File: src/rtl/seg_scanner_pkg.sv
// Shared types and constants for the multiplexed 7-segment scanner.
package seg_scanner_pkg;

  localparam int NUM_DIGITS = 4;
  localparam int DIGIT_W    = 4;
  localparam int IDX_W      = $clog2(NUM_DIGITS);

  typedef enum logic [2:0] {
    IDLE,
    BLANK,
    LOAD,
    STROBE,
    SHOW
  } scan_state_e;

  function automatic logic [NUM_DIGITS-1:0] idx_onehot(input logic [IDX_W-1:0] idx);
    logic [NUM_DIGITS-1:0] oh;
    oh      = '0;
    oh[idx] = 1'b1;
    return oh;
  endfunction

endpackage

File: src/rtl/seg_scanner_if.sv
// Scanner-facing signal bundle: digit data in, decoder load and digit drive out.
interface seg_scanner_if;
  import seg_scanner_pkg::*;

  logic                          enable;
  logic [NUM_DIGITS*DIGIT_W-1:0] digits;
  logic [NUM_DIGITS-1:0]         dots;
  logic [DIGIT_W-1:0]            bcd;
  logic                          dot;
  logic                          set;
  logic [NUM_DIGITS-1:0]         digit_en;

  modport master (
    input  enable, digits, dots,
    output bcd, dot, set, digit_en
  );

  modport slave (
    output enable, digits, dots,
    input  bcd, dot, set, digit_en
  );

endinterface

File: src/rtl/seg_scan_timer.sv
// Loadable down-counter; done is high while the count sits at zero.
module seg_scan_timer #(
  parameter int WIDTH = 4
) (
  input  logic             clk,
  input  logic             rst_n,
  input  logic             load,
  input  logic [WIDTH-1:0] load_val,
  output logic             done
);

  logic [WIDTH-1:0] count_q, count_d;

  always_comb begin
    count_d = count_q;
    if (load) begin
      count_d = load_val;
    end else if (count_q != '0) begin
      count_d = count_q - 1'b1;
    end
  end

  always_ff @(posedge clk or negedge rst_n) begin
    if (!rst_n) begin
      count_q <= '0;
    end else begin
      count_q <= count_d;
    end
  end

  assign done = (count_q == '0);

endmodule

File: src/rtl/seg_scanner.sv
// Four-digit multiplexed display scanner: blank, load decoder, strobe, then light one digit.
module seg_scanner
  import seg_scanner_pkg::*;
#(
  parameter int BLANK_CYCLES = 8,
  parameter int SHOW_CYCLES  = 2990
) (
  input  logic          clk,
  input  logic          rst_n,
  seg_scanner_if.master bus
);

  localparam int MAX_CYC = (BLANK_CYCLES > SHOW_CYCLES) ? BLANK_CYCLES : SHOW_CYCLES;
  localparam int CNT_W   = (MAX_CYC > 1) ? $clog2(MAX_CYC) : 1;
  // Timer is loaded with N-1 on entry so the state lasts exactly N cycles.
  localparam logic [CNT_W-1:0] BLANK_LD = CNT_W'(BLANK_CYCLES - 1);
  localparam logic [CNT_W-1:0] SHOW_LD  = CNT_W'(SHOW_CYCLES - 1);

  scan_state_e           state_q, state_d;
  logic [IDX_W-1:0]      idx_q, idx_d;
  logic [DIGIT_W-1:0]    bcd_q, bcd_d;
  logic                  dot_q, dot_d;
  logic                  set_q, set_d;
  logic [NUM_DIGITS-1:0] digit_en_q, digit_en_d;
  logic                  tmr_load;
  logic [CNT_W-1:0]      tmr_val;
  logic                  tmr_done;

  seg_scan_timer #(.WIDTH(CNT_W)) u_timer (
    .clk      (clk),
    .rst_n    (rst_n),
    .load     (tmr_load),
    .load_val (tmr_val),
    .done     (tmr_done)
  );

  // Outputs are decoded for the state being entered, so they line up with state_q.
  always_comb begin
    state_d    = state_q;
    idx_d      = idx_q;
    bcd_d      = bcd_q;
    dot_d      = dot_q;
    set_d      = 1'b0;
    digit_en_d = '0;
    tmr_load   = 1'b0;
    tmr_val    = BLANK_LD;
    if (!bus.enable) begin
      state_d = IDLE;
      idx_d   = '0;
    end else begin
      case (state_q)
        IDLE: begin
          state_d  = BLANK;
          tmr_load = 1'b1;
        end
        BLANK: begin
          if (tmr_done) begin
            state_d = LOAD;
            bcd_d   = bus.digits[idx_q*DIGIT_W +: DIGIT_W];
            dot_d   = bus.dots[idx_q];
          end
        end
        LOAD: begin
          state_d = STROBE;
          set_d   = 1'b1;
        end
        STROBE: begin
          state_d    = SHOW;
          tmr_load   = 1'b1;
          tmr_val    = SHOW_LD;
          digit_en_d = idx_onehot(idx_q);
        end
        SHOW: begin
          if (tmr_done) begin
            state_d  = BLANK;
            tmr_load = 1'b1;
            idx_d    = idx_q + 1'b1;
          end else begin
            digit_en_d = idx_onehot(idx_q);
          end
        end
        default: state_d = IDLE;
      endcase
    end
  end

  always_ff @(posedge clk or negedge rst_n) begin
    if (!rst_n) begin
      state_q    <= IDLE;
      idx_q      <= '0;
      bcd_q      <= '0;
      dot_q      <= 1'b0;
      set_q      <= 1'b0;
      digit_en_q <= '0;
    end else begin
      state_q    <= state_d;
      idx_q      <= idx_d;
      bcd_q      <= bcd_d;
      dot_q      <= dot_d;
      set_q      <= set_d;
      digit_en_q <= digit_en_d;
    end
  end

  assign bus.bcd      = bcd_q;
  assign bus.dot      = dot_q;
  assign bus.set      = set_q;
  assign bus.digit_en = digit_en_q;

endmodule

File: src/flat_wrapper.sv
// flat-port wrapper written by rule: the top's interface ports become plain ports
module seg_scanner_flat import seg_scanner_pkg::*;
#(
  parameter int BLANK_CYCLES = 8,
  parameter int SHOW_CYCLES  = 2990
)
  (clk, rst_n, bus_enable, bus_digits, bus_dots, bus_bcd, bus_dot, bus_set, bus_digit_en);
  seg_scanner_if bus_i ();
  input  logic clk;
  input  logic rst_n;
  input wire logic [$bits(bus_i.enable)-1:0] bus_enable;
  input wire logic [$bits(bus_i.digits)-1:0] bus_digits;
  input wire logic [$bits(bus_i.dots)-1:0] bus_dots;
  output wire logic [$bits(bus_i.bcd)-1:0] bus_bcd;
  output wire logic [$bits(bus_i.dot)-1:0] bus_dot;
  output wire logic [$bits(bus_i.set)-1:0] bus_set;
  output wire logic [$bits(bus_i.digit_en)-1:0] bus_digit_en;
  assign bus_i.enable = bus_enable;
  assign bus_i.digits = bus_digits;
  assign bus_i.dots = bus_dots;
  assign bus_bcd = bus_i.bcd;
  assign bus_dot = bus_i.dot;
  assign bus_set = bus_i.set;
  assign bus_digit_en = bus_i.digit_en;
  seg_scanner #(.BLANK_CYCLES(BLANK_CYCLES), .SHOW_CYCLES(SHOW_CYCLES)) u_core (.clk(clk), .rst_n(rst_n), .bus(bus_i));
endmodule
File: config.mk
export PLATFORM = sky130hd
export DESIGN_NAME = seg_scanner_flat
export DESIGN_NICKNAME = d
export VERILOG_FILES = /design/src/rtl/seg_scanner_pkg.sv /design/src/rtl/seg_scanner_if.sv /design/src/rtl/seg_scan_timer.sv /design/src/rtl/seg_scanner.sv /design/src/flat_wrapper.sv
export SDC_FILE = /design/constraint.sdc
export NUM_CORES = 1
export LEC_CHECK = 0
export BUFFER_PORTS_ARGS = -buffer_cell sky130_fd_sc_hd__clkbuf_2
export CAP_MARGIN = 20
export CORE_MARGIN = 4
export CORE_UTILIZATION = 25
export DETAILED_ROUTE_END_ITERATION = 12
export SETUP_SLACK_MARGIN = 0.15
export SLEW_MARGIN = 25
export SYNTH_ARGS = -nofsm -noshare
export SYNTH_HDL_FRONTEND = slang
export SYNTH_SLANG_ARGS = --single-unit
File: constraint.sdc
create_clock -name clk -period 5.8 [get_ports clk]
set_input_delay 1.45 -clock clk [delete_from_list [all_inputs] [get_ports clk]]
set_output_delay 1.45 -clock clk [all_outputs]
set_load 0.005 [all_outputs]
=== After elaboration in Yosys (flattened, before gate mapping) ===
Cells that the tools add are included.

* Register bits after elaboration: 27
* Output and inout port bits: 10
* Word-level logic and storage cells: 52

* Add/subtract/negate cells: 2
* $lt $le $gt $ge: 2
* Equality and inequality tests: 8
* Shifts and indexed selects: 1
* Multiplexer cells: 23
* Reduce and logical (&&, ||, !) cells: 9

{| class="wikitable"
|+ Operators with widths
! cell !! number
|-
| 2-to-1 mux 12 bit || 4
|-
| variable part select 16 x 5 -> 4 bit || 1
|-
| case mux 3 bit (5 select lines) || 1
|-
| logical NOT 12 bit || 1
|-
| nonzero test 12 bit || 1
|-
| subtractor 12 x 1 -> 12 bit, second input constant || 1
|-
| 2-to-1 mux 3 bit || 3
|-
| 2-to-1 mux 4 bit || 2
|-
| case mux 4 bit (2 select lines) || 1
|-
| equality test 3 x 2 -> 1 bit, second input constant || 2
|-
| 2-to-1 mux 1 bit || 6
|-
| 2-to-1 mux 2 bit || 3
|-
| != test 3 x 2 -> 1 bit, second input constant || 2
|-
| != test 2 x 1 -> 1 bit, second input constant || 2
|-
| AND reduction 2 bit || 2
|-
| equality test 3 x 1 -> 1 bit, second input constant || 1
|-
| equality test 3 bit, second input constant || 1
|-
| logical NOT 3 bit || 1
|-
| less-than comparator 2 x 3 -> 1 bit, second input constant || 1
|-
| AND reduction 3 bit || 1
|-
| adder 2 x 1 -> 2 bit, second input constant || 1
|-
| binary-select mux 1 bit (select 2 bit) || 1
|-
| demux 1 bit (select 2 bit) || 1
|-
| >= comparator 2 x 1 -> 1 bit, second input constant || 1
|-
| 4 further kinds || 4
|}

=== Logic depth before layout (Yosys ltp) ===
* Word-level depth: 7
* Depth in mapped cells: 7
* Gate-level depth less buffers: 6

=== Modules after synthesis ===
Synthesis repeated with hierarchy kept, for this count alone.

* Cell total of the unflattened synthesis: 138
* Area, all modules: 1580.3 µm²

{| class="wikitable"
|+ Modules (own cells, without submodules)
! module !! instances !! cells an instance !! area an instance (µm²) !! seq. area each (µm²)
|-
| seg_scanner || 1 || 66 || 849.6 || 375.4
|-
| seg_scan_timer || 1 || 72 || 730.7 || 300.3
|}

=== Worst setup path before layout ===
OpenSTA, ideal clock, no wires.

* Kind: input -> register
* Start: in bus_enable
* End: reg u_core.u_timer.count_q[11]
* Arrival time: 2322 ps
* Required time: 5672 ps
* Path slack: 3350 ps
* Stages: 4
* Path buffers: 0
* Path through: nor3b_1 > nand4_1 > nand2_1 > o31ai_1

* Cells in the longest elaborated chain, start to end: 2

{| class="wikitable"
|+ Ends and longest elaborated chain
! element !! RTL line !! RTL
|-
| start: declaration || flat_wrapper.sv:11 || <nowiki>input wire logic [$bits(bus_i.enable)-1:0] bus_enable;</nowiki>
|-
| 2-to-1 mux 12 bit or 2-to-1 mux 1 bit (tied branches) || seg_scanner.sv:47 || <nowiki>if (!bus.enable) begin</nowiki>
|-
| 2-to-1 mux 12 bit or nonzero test 2 bit (tied branches) || - ||
|-
| end signal: assignment || seg_scan_timer.sv:27 || <nowiki>count_q <= count_d;</nowiki>
|-
| end: declaration || seg_scan_timer.sv:12 || <nowiki>logic [WIDTH-1:0] count_q, count_d;</nowiki>
|}

Several ways; a longest one is shown, not always the timed one.
A chain may end at the register's enable or synchronous reset.

=== Final worst setup path ===
Ends and elaborated chain as after synthesis.

==> results by group <==
Layout
  • Area grow syn2layout: 17.9%
  • Final core utilization: 0.304
  • Design Area, Final: 1800 µm²
  • Nets: 194
  • Share of cells above drive strength 1: 0.321
  • N_diodes: 0
  • Fillers: 600

Clock network
  • Clk buf depth: 2
  • Post-CTS setup buffers: 0
  • Clock Latency Late Sink: 0.28 ns
  • # H-tree levels: 1
  • CTS root buf: clkbuf_8
  • Post-cts sizing count: 0
  • CTS Sinks: 27
  • Clock-pin slew on the worst setup and hold paths: 0.09 ns
  • Hold buffers post-CTS: 0
  • CTS Buf Count: 3
  • CTS tree: done

Synthesis
  • Syn Area/Cell: 11.3 µm²
  • Ys Warns: 0
  • Mapped cell area: 1530 µm²
  • #FFs+latches synth: 27
  • Top post-synthesis cells by area: dfrtp_1 (44%), mux4_2 (7.4%), ha_1 (4.1%), mux2_2 (3.7%), nor2b_1 (2.9%)
  • Number of synthesized flops with an enable pin: 0
  • Distinct cell type count after synthesis: 42
  • Largest area contributor in the netlist: dfrtp_1
  • Synth Flop Type: dfrtp_1
  • Seq/Total Area, Yosys: 0.443
  • Syn_nets: 163
  • Ys async rst share: 1.00
  • Mapped Cells: 135
  • Top cell type's share of synthesized area: 0.443

Critical path
  • CP max FO: 7
  • CP max stage cell: nor3b_1
  • Delay-heaviest family, CP: simple AND/OR/NAND/NOR gates
  • CP required: 5.96 ns
  • CP Capture Type: register
  • CP cell instances: clkbuf_2 > nor3b_1 > nand4_1 > nand2_1 > o31ai_1
  • Worst R2R Path Depth: 6
  • CP peak stage delay: 0.39 ns
  • FF-to-FF Start: u_core.u_timer.count_q[0]
  • CP Launch Type: primary input
  • WP data arrival: 2.66 ns
  • WS Path Type: primary input to register
  • R2r endpoint: u_core.u_timer.count_q[1]
  • Setup slack, reg-to-reg: 3.47 ns
  • Buffer and inverter count on the worst path: 1

STA
  • Max Fclk: 400 MHz
  • Final worst setup slack: 3.30 ns
  • Setup_tns: 0 ns
  • RSZ-0062 raised after global routing: no
  • Slew HR: 0.563
  • Worst Tran Pin Value: 0.655 ns
  • Slew Viols, Final: 0
  • Fin crit period: 2.50 ns
  • Clk_skew: 0.00210 ns
  • Final Hold Viols: 0
  • Final Cycle Share: 0.431
  • # setup viols final: 0

Floorplanning
  • Die area: 7410 µm²
  • Row count: 28
  • Starting Density: 0.258
  • IO Count: 33
  • Core Box Area: 5920 µm²
  • Die W: 86.1 µm
  • Die H: 86.1 µm

Place
  • Dpl ws: 2.99 ns
  • RePlAce Congestion: 0.767
  • Area after DPL: 1750 µm²
  • I/O Buffers: 32
  • Detailed Place HPWL: 2400 µm

Global routing
  • GRT overflow: 0
  • Initial antenna violation count: 0
  • Total track usage: 0.0918
  • Largest net degree at the start of global routing: 28
  • Vias in the first global route: 1134
  • First-pass GRT wire length: 5440 µm

Pwr
  • Maximum vdd ir drop: 130 µV
  • Total Power Consumption: 0.000709 W
  • Leak: 0.833 nW
  • Pwr/cell area: 394 nW/µm²

Routing
  • Total wire length: 3160 µm
  • DR DRC count: 0
  • Vias: 1149
  • Vias per cell: 4.79
  • Post-route ant nets: 0
  • WL per Instance: 13.2 µm
  • Iter 0 DRT Violations: 49
  • DR pass1 iterations: 4

Hold path
  • Min-delay src: u_core.bus.dot
  • Hold Crit Class: register to register
  • WHS Endpoint: u_core.bus.dot
  • Worst hold path depth: 1

Outcome
  • Status: finished, final reports clean

Flow run
  • Max-Cap Viols: 0
[flip-flops by register name (all words and copies together), names as in the netlist]
signal                  count
u_core.idx_q                2
u_core.bus.dot              1
u_core.bus.digit_en         4
u_core.state_q              3
u_core.u_timer.count_q     12
u_core.bus.set              1
u_core.bus.bcd              4
[routing by layer]
metal | share of wire | track usage | up-vias
li1 | - | - | 558
met1 | 0.45 | 0.124 | 557
met2 | 0.48 | 0.142 | 27
met3 | 0.041 | 0.0134 | 7
met4 | 0.026 | 0.0475 | 0
met5 | 0 | 0 | -
[synthesized netlist by cell type, types with 3 or more instances]
library cell,instances
a31oi_1,3
and2_1,4
dfrtp_1,27
xnor2_1,5
inv_1,7
nand3_1,4
ha_1,5
mux4_2,5
nor3_1,3
o21ai_0,3
nand2_1,5
nor2b_1,7
mux2_2,5
nor2_1,6
a21oi_1,6
o31ai_1,4
clkbuf_1,4
nor3b_1,3
[power by group]
| part | switching, W | internal [W] |
|---|---|---|
| logic | 0.000148 | 0.000140 |
| registers | 0.0000684 | 0.000243 |
| clock network | 0.0000607 | 0.0000488 |
| total | 0.000277 | 0.000432 |
[worst max-delay path by stage]
stage | endpoint | cells after the start | slack (ns) | startpoint
after detailed placement | u_core.u_timer.count_q[11] | 5 | 2.99 | bus_enable
after floorplan | u_core.u_timer.count_q[11] | 4 | 3.35 | bus_enable
after CTS | u_core.u_timer.count_q[11] | 5 | 3.27 | bus_enable
final | u_core.u_timer.count_q[11] | 5 | 3.30 | bus_enable
after global placement | u_core.u_timer.count_q[9] | 5 | 2.99 | bus_enable
after global routing | u_core.u_timer.count_q[11] | 5 | 3.08 | bus_enable
[logic make-up (layout without fill, tap and decap cells)]
family,count (synthesis),count (layout),share of synthesized area
fa+ha+maj,5,5,0.0410
flops,27,27,0.443
buf+inv,13,43,0.0369
xor+xnor,5,5,0.0287
simple gates,46,46,0.203
compound gates,27,27,0.122
mux,12,12,0.125
[area by class of cell]
cell class                      instances  area, µm²  area share
Inverter                                7       26.3      0.0146
Sequential cell                        27        676       0.376
Timing Repair Buffer                   32        160      0.0891
Clock inverter                          1       7.51     0.00418
Clock buffer                            3       41.3      0.0230
Tap cell                               75       93.8      0.0522
Multi-Input combinational cell         95        793       0.441
[per-stage QoR]
stage | cells | hold slack (ns)
after floorplan | 135 | 0.501
after global placement | 236 | 0.489
after detailed placement | 236 | 0.492
after CTS | 240 | 0.515
after global routing | 240 | 0.546
final | 240 | 0.515
[cells in the final DEF, fill, tap and decap left out, types with 2 or more instances in the layout]
cell      count
clkbuf_2     32
dfrtp_1      27
inv_1         7
nor2b_1       7
nor2_1        6
a21oi_1       6
nand2_1       5
xnor2_1       5
mux4_2        5
mux2_2        5
ha_1          5
nand3_1       4
and2_1        4
o31ai_1       4
nor3b_1       3
a31oi_1       3
o21ai_0       3
nor3_1        3
clkbuf_8      3
nor4_4        2
nand4_1       2
or3_1         2
o211ai_1      2
Power figures use the tool's default switching activity.
